### src/rtl/spi_ram_arbiter.sv
// Arbitrates one single-port RAM between an SPI command stream and a host port.
// Optional macro ARB_SPI_PRIORITY_EN makes SPI win every tie instead of round-robin.
module spi_ram_arbiter #(
  parameter int ADDR_SIZE = 8,
  parameter int MEM_DEPTH = 256
) (
  input  logic                 clk,
  input  logic                 rst,
  input  logic [9:0]           rx_data,
  input  logic                 rx_valid,
  output logic [7:0]           tx_data,
  output logic                 tx_valid,
  input  logic                 host_req,
  input  logic                 host_we,
  input  logic [ADDR_SIZE-1:0] host_addr,
  input  logic [7:0]           host_wdata,
  output logic                 host_gnt,
  output logic [7:0]           host_rdata,
  output logic                 host_rvalid,
  output logic                 ram_en,
  output logic                 ram_we,
  output logic [ADDR_SIZE-1:0] ram_addr,
  output logic [7:0]           ram_wdata,
  input  logic [7:0]           ram_rdata,
  output logic                 spi_ovf
);

  // Handshakes: rx_valid, tx_valid and host_rvalid are single-cycle pulses with no
  // back-pressure; host_req is held until the one-cycle host_gnt, then may drop.

  typedef enum logic [1:0] {
    IDLE     = 2'd0,
    SPI_ACC  = 2'd1,
    HOST_ACC = 2'd2,
    RD_WAIT  = 2'd3
  } state_t;

  localparam logic [ADDR_SIZE-1:0] ADDR_MASK = ADDR_SIZE'(MEM_DEPTH - 1);

`ifdef ARB_SPI_PRIORITY_EN
  localparam logic SPI_FIXED_PRIO = 1'b1;
`else
  localparam logic SPI_FIXED_PRIO = 1'b0;
`endif

  state_t               state_q, state_d;
  logic [ADDR_SIZE-1:0] wr_addr_q, wr_addr_d, rd_addr_q, rd_addr_d;
  logic                 pend_q, pend_d, pend_we_q, pend_we_d;
  logic [ADDR_SIZE-1:0] pend_addr_q, pend_addr_d;
  logic [7:0]           pend_wdata_q, pend_wdata_d;
  logic                 acc_we_q, acc_we_d;
  logic [ADDR_SIZE-1:0] acc_addr_q, acc_addr_d;
  logic [7:0]           acc_wdata_q, acc_wdata_d;
  logic                 owner_spi_q, owner_spi_d;
  logic                 last_spi_q, last_spi_d;
  logic                 ovf_q, ovf_d;
  logic [7:0]           tx_data_q, tx_data_d, host_rdata_q, host_rdata_d;
  logic                 tx_valid_q, tx_valid_d, host_rvalid_q, host_rvalid_d;
  logic                 spi_grant, host_grant;

  always_comb begin
    state_d       = state_q;
    wr_addr_d     = wr_addr_q;
    rd_addr_d     = rd_addr_q;
    pend_d        = pend_q;
    pend_we_d     = pend_we_q;
    pend_addr_d   = pend_addr_q;
    pend_wdata_d  = pend_wdata_q;
    acc_we_d      = acc_we_q;
    acc_addr_d    = acc_addr_q;
    acc_wdata_d   = acc_wdata_q;
    owner_spi_d   = owner_spi_q;
    last_spi_d    = last_spi_q;
    ovf_d         = ovf_q;
    tx_data_d     = tx_data_q;
    host_rdata_d  = host_rdata_q;
    tx_valid_d    = 1'b0;
    host_rvalid_d = 1'b0;
    spi_grant     = 1'b0;
    host_grant    = 1'b0;
    ram_en        = 1'b0;
    ram_we        = 1'b0;
    ram_addr      = acc_addr_q & ADDR_MASK;
    ram_wdata     = acc_wdata_q;
    host_gnt      = 1'b0;

    case (state_q)
      IDLE: begin
        if (pend_q && host_req) begin
          if (SPI_FIXED_PRIO || !last_spi_q) spi_grant = 1'b1;
          else                               host_grant = 1'b1;
        end else if (pend_q) begin
          spi_grant = 1'b1;
        end else if (host_req) begin
          host_grant = 1'b1;
        end
        if (spi_grant) begin
          state_d     = SPI_ACC;
          acc_we_d    = pend_we_q;
          acc_addr_d  = pend_addr_q;
          acc_wdata_d = pend_wdata_q;
          owner_spi_d = 1'b1;
          last_spi_d  = 1'b1;
        end
        if (host_grant) begin
          state_d     = HOST_ACC;
          acc_we_d    = host_we;
          acc_addr_d  = host_addr;
          acc_wdata_d = host_wdata;
          owner_spi_d = 1'b0;
          last_spi_d  = 1'b0;
        end
      end
      SPI_ACC, HOST_ACC: begin
        ram_en   = 1'b1;
        ram_we   = acc_we_q;
        host_gnt = (state_q == HOST_ACC);
        state_d  = acc_we_q ? IDLE : RD_WAIT;
      end
      RD_WAIT: begin
        if (owner_spi_q) begin
          tx_data_d  = ram_rdata;
          tx_valid_d = 1'b1;
        end else begin
          host_rdata_d  = ram_rdata;
          host_rvalid_d = 1'b1;
        end
        state_d = IDLE;
      end
      default: state_d = IDLE;
    endcase

    // A grant frees the pending slot, so a data command in that same cycle is accepted.
    if (spi_grant) pend_d = 1'b0;
    if (rx_valid) begin
      case (rx_data[9:8])
        2'b00: wr_addr_d = ADDR_SIZE'(rx_data[7:0]);
        2'b10: rd_addr_d = ADDR_SIZE'(rx_data[7:0]);
        default: begin
          if (pend_q && !spi_grant) begin
            ovf_d = 1'b1;
          end else begin
            pend_d       = 1'b1;
            pend_we_d    = ~rx_data[9];
            pend_addr_d  = rx_data[9] ? rd_addr_q : wr_addr_q;
            pend_wdata_d = rx_data[7:0];
          end
        end
      endcase
    end
  end

  always_ff @(posedge clk) begin
    if (rst) begin
      state_q       <= IDLE;
      wr_addr_q     <= '0;
      rd_addr_q     <= '0;
      pend_q        <= 1'b0;
      pend_we_q     <= 1'b0;
      pend_addr_q   <= '0;
      pend_wdata_q  <= '0;
      acc_we_q      <= 1'b0;
      acc_addr_q    <= '0;
      acc_wdata_q   <= '0;
      owner_spi_q   <= 1'b0;
      last_spi_q    <= 1'b0;
      ovf_q         <= 1'b0;
      tx_data_q     <= '0;
      host_rdata_q  <= '0;
      tx_valid_q    <= 1'b0;
      host_rvalid_q <= 1'b0;
    end else begin
      state_q       <= state_d;
      wr_addr_q     <= wr_addr_d;
      rd_addr_q     <= rd_addr_d;
      pend_q        <= pend_d;
      pend_we_q     <= pend_we_d;
      pend_addr_q   <= pend_addr_d;
      pend_wdata_q  <= pend_wdata_d;
      acc_we_q      <= acc_we_d;
      acc_addr_q    <= acc_addr_d;
      acc_wdata_q   <= acc_wdata_d;
      owner_spi_q   <= owner_spi_d;
      last_spi_q    <= last_spi_d;
      ovf_q         <= ovf_d;
      tx_data_q     <= tx_data_d;
      host_rdata_q  <= host_rdata_d;
      tx_valid_q    <= tx_valid_d;
      host_rvalid_q <= host_rvalid_d;
    end
  end

  assign tx_data     = tx_data_q;
  assign tx_valid    = tx_valid_q;
  assign host_rdata  = host_rdata_q;
  assign host_rvalid = host_rvalid_q;
  assign spi_ovf     = ovf_q;

endmodule
### config.mk
export PLATFORM = sky130hd
export DESIGN_NAME = spi_ram_arbiter
export DESIGN_NICKNAME = d
export VERILOG_FILES = /design/src/rtl/spi_ram_arbiter.sv
export SDC_FILE = /design/constraint.sdc
export NUM_CORES = 1
export LEC_CHECK = 0
export CORE_MARGIN = 2
export CORE_UTILIZATION = 30
export CTS_CLUSTER_SIZE = 20
export DETAILED_ROUTE_END_ITERATION = 10
export GPL_ROUTABILITY_DRIVEN = 0
export GPL_TIMING_DRIVEN = 0
export SLEW_MARGIN = 5
export SYNTH_ARGS = -nofsm -noshare
export SYNTH_HDL_FRONTEND = slang
export SYNTH_SLANG_ARGS = --single-unit
### constraint.sdc
create_clock -name clk -period 1.5 [get_ports clk]
set_input_delay 0.15 -clock clk [delete_from_list [all_inputs] [get_ports clk]]
set_output_delay 0.15 -clock clk [all_outputs]
set_load 0.005 [all_outputs]
==> impl_summary.log, run 1 <==
INFO  metric outcome = complete, no violations
INFO  metric p_comb_share = 26.7%
INFO  metric clockRootBuffer = sky130_fd_sc_hd__clkbuf_8
INFO  metric worst_setup_path_startpoint = state_q[0]
INFO  metric power_frac_seq = a little over two fifths
INFO  metric finish.utilization = a little over two fifths
INFO  metric worst_slew_pin_slew = roughly 0.5 ns
INFO  metric syn-cell-area = between 3000 and 4000 um^2
INFO  metric finish.instance_area = around 4300 um^2
INFO  metric maxSlewHeadroom = 66.5%
INFO  metric worst-path-max-fanout = 4
INFO  metric fin_total_pwr = roughly 0.0052 W
INFO  metric drive_gt1_share = roughly an eighth
INFO  metric critical_path.reg2reg.endpoint = pend_addr_q[4]
INFO  metric dpl-instance-area = slightly above 4000 um^2
INFO  metric avgViaCountPerCell = 4.85
INFO  metric grt_antenna_before_repair = 0
INFO  metric timing.final.hold_violations = 0
INFO  metric wire_per_inst = 14.1 um
INFO  metric io_buffers = 76
INFO  metric post_cts_hold_buffer_count = 0
INFO  metric critical_path.reg2reg.startpoint = state_q[0]
INFO  metric grt_setup_unrepaired = no
INFO  metric cts_buffers = 9
INFO  metric synth-edff-count = 0
INFO  metric top_usage_layer = met2
INFO  metric synthToLayoutAreaGrowth = 38.3%
INFO  metric cp_data_arrival_time = around 1.3 ns
INFO  metric floorplan.rows = 37
INFO  metric i_o_pin_cnt = 77
INFO  metric whs = approximately 0.38 ns
INFO  metric syn-num-nets = about 380
INFO  metric met2_usage = between 20% and 30%
INFO  metric drtAntennaViolNets = 0
INFO  metric post_synth_inst_count = 341
INFO  metric grt.total_usage = around 15%
INFO  metric period_share = ~94%
INFO  metric nFillCells = roughly 1,000
INFO  metric r2r_setup_slack = roughly 0.13 ns
INFO  metric synth_top_area_cell = sky130_fd_sc_hd__dfxtp_1
INFO  metric cell_by_cell_listing_of_the_critical_path = inv_4 -> ha_4 -> dlygate4sd2_1
INFO  metric power_switching_share = between 20% and 30%
INFO  metric cp-endpoint = ram_en
INFO  metric synth_top_cells_by_area = sky130_fd_sc_hd__dfxtp_1 (47%), sky130_fd_sc_hd__mux2i_1 (7.8%), sky130_fd_sc_hd__o21ai_0 (5.2%), sky130_fd_sc_hd__a21oi_1 (4.2%), sky130_fd_sc_hd__nand3_1 (4.2%)
INFO  metric drcViolationCount = 0
INFO  metric clkSlewWorstSetupHoldPaths = 0.08 ns
INFO  metric ys_async_sr_fraction = 0%
INFO  metric core_area = between 10,000 and 15,000 um^2
INFO  metric die_area = about 11,000 um^2
INFO  metric initial_utilization = a little under a third
INFO  metric maxCapViolCount = 0
INFO  metric final-max-slew-violation-count = 0
INFO  metric grt.met3_usage = under 10%
INFO  metric ctsHtreeMaxLevel = 3
INFO  metric cp_launch_type = flip-flop
INFO  metric internal_power = 0.00369 W
INFO  metric synth.ff_latch_count = 73
INFO  metric grt_start_max_net_pins = 14
INFO  metric die_h = 106 um
INFO  metric dominantRegCellSynth = sky130_fd_sc_hd__dfxtp_1
INFO  metric cts.sink_count = 73
INFO  metric globalRouteOverflowTotal = 0
INFO  metric dp.final_hpwl = just under 6000 um
INFO  metric critPathRequiredTime = between 1 and 1.5 ns
INFO  metric timing.critical_path.slowest_cell_delay = roughly 0.36 ns
INFO  metric worstSetupEndpointType = output port
INFO  metric placed_insts = about 550
INFO  metric power.density_cell_area = 1230 nW/um^2
INFO  metric tritoncts = built
INFO  metric diodes = 0
INFO  metric grt_util_met1 = just over 20%
INFO  metric num_vias = approximately 2,800
INFO  metric grt_first_pass_wirelength = 13,200 um
INFO  metric first_pass_detailed_route_iteration_total = 4
INFO  metric finalCriticalPeriod = around 1.4 ns
INFO  metric detail_route.iter0.violations = 133
INFO  metric post-synth-top-count-cell = sky130_fd_sc_hd__dfxtp_1
INFO  metric worstHoldPathType = in2reg
INFO  metric total_switching_power = around 0.0016 W
INFO  metric yosys_warnings = 0
INFO  metric worst_clock_skew = 0.0105 ns
INFO  metric worst_ir_drop_vdd = between 0.3 and 0.4 mV
INFO  metric final-setup-viol-count = 0
INFO  metric synth.yosys.seq_area_share = between 40% and 50%
INFO  metric clockPowerShare = between 30% and 40%
INFO  metric die_x = between 100 and 150 um
INFO  metric synth_commonest_cells = sky130_fd_sc_hd__dfxtp_1 (73), sky130_fd_sc_hd__o21ai_0 (32), sky130_fd_sc_hd__a21oi_1 (26), sky130_fd_sc_hd__nand2_1 (26), sky130_fd_sc_hd__nand3_1 (26)
INFO  metric synth.top_cell.area_share = 47.2%
INFO  metric number_of_buffers_on_the_longest_clock_path = 2
INFO  metric insertion_delay = 0.35 ns
INFO  metric postSynthAreaPerCell = between 9 and 10 um^2
INFO  metric layoutNonFillerInstCount = ~570
INFO  metric first_global_vias = about 2,700
INFO  metric critPathSlowestCell = sky130_fd_sc_hd__dfxtp_2
INFO  metric fin_nets = 473
INFO  metric holdPathStages = 3
INFO  metric synth_cell_type_count = 34
INFO  metric detail_route.wirelength = 8040 um
INFO  metric achievable-frequency = between 700 and 800 MHz
INFO  metric worst-setup-path-type = reg2out
INFO  metric r2r.worst_path.cells = 6
INFO  metric p_leak = approximately 1.7 nW
[layout make-up]
type	instances	area, um^2	area share, %
multi-input cells	232	1480	34.5
flip-flops and latches	73	1460	34.2
repair buffers	79	776	18.1
well taps	136	170	3.98
plain buffers	30	166	3.89
clock buffers	10	138	3.22
clock inverters	6	67.6	1.58
inverters	5	21.3	0.497
[critical path, delay by kind of cell (launching register included)]
family | cells | cell delay [ns]
flip-flops | 1 | 0.36
adder cells (fa/ha/maj) | 1 | 0.24
buffers and inverters | 2 | 0.31
[per-layer routing]
metal  vias up  part of all wire (%)  wire [um]
met3        15                   4.6        366
met2        60                    44       3550
met1      1277                    49       3950
li1       1418                     -          -
met5         -                     0          0
met4         0                   2.1        172
[sequential cells by signal (all words and copies together), names as in the netlist]
signal        count
host_rdata        8
ram_wdata         8
wr_addr_q         8
last_spi_q        1
tx_valid          1
state_q           2
spi_ovf           1
pend_wdata_q      8
pend_q            1
rd_addr_q         8
tx_data           8
acc_we_q          1
ram_addr          8
host_rvalid       1
pend_addr_q       8
pend_we_q         1
[cell usage in the layout (no fill, tap or decap), types with 9 or more instances in the layout]
| cell | count |
|---|---|
| sky130_fd_sc_hd__clkdlybuf4s50_1 | 73 |
| sky130_fd_sc_hd__mux2i_1 | 24 |
| sky130_fd_sc_hd__o211a_1 | 9 |
| sky130_fd_sc_hd__nand2_1 | 25 |
| sky130_fd_sc_hd__a31oi_1 | 17 |
| sky130_fd_sc_hd__o21ai_0 | 32 |
| sky130_fd_sc_hd__clkbuf_8 | 10 |
| sky130_fd_sc_hd__nor2_1 | 20 |
| sky130_fd_sc_hd__o211ai_1 | 17 |
| sky130_fd_sc_hd__dfxtp_1 | 71 |
| sky130_fd_sc_hd__nand3_1 | 26 |
| sky130_fd_sc_hd__a21oi_1 | 26 |
| sky130_fd_sc_hd__buf_2 | 11 |
[timing repair]
action,in CTS,in global routing
setup buffers,2,1
resized for setup,11,9
setup endpoints to repair,48,35
[worst min-delay path by stage]
stage                    end           from
3_3_place_gp      tx_data[7]     tx_data[7]
2_1_floorplan  host_rdata[0]   ram_rdata[0]
3_5_place_dp   host_rdata[2]  host_rdata[2]
6_report       host_rdata[6]   ram_rdata[6]
4_1_cts        host_rdata[5]   ram_rdata[5]
5_1_grt          ram_addr[4]   host_addr[4]
[per-stage QoR]
stage,TNS [ns],worst slack [ns]
floorplan,0,0.106
global placement,-9.90,-0.207
detailed placement,-11.71,-0.241
CTS,-0.0157,-0.00904
global route,0,0.0114
finish,0,0.0951
[cell families (layout without fill, tap and decap cells)]
logic type / count (synthesis) / count (layout) / share of synthesized area [%]
AOI/OAI and AO/OA: 119 / 119 / 24.5
adders and majority gates: 4 / 4 / 1.62
buffers and inverters: 36 / 130 / 5.98
DFF: 73 / 73 / 47.2
muxes: 24 / 24 / 7.76
and+or+nand+nor: 85 / 85 / 12.9
[power by group through the flow]
stage               clock network (W)  logic (W)  registers, W
detailed placement                  0    0.00133       0.00230
finish                        0.00159    0.00140       0.00226
global placement                    0    0.00130       0.00230
global route                  0.00171    0.00155       0.00229
floorplan                           0   0.000709       0.00229
CTS                           0.00162    0.00137       0.00226
No activity file was read; power rests on OpenSTA's default activity.
==> run 2, diff against run 1 <==
CTS_BUF_LIST = sky130_fd_sc_hd__clkbuf_4 sky130_fd_sc_hd__clkbuf_8   (was unset)
==> results of run 2 <==
The final DEF is identical to that of run 1; final timing and power are the same.
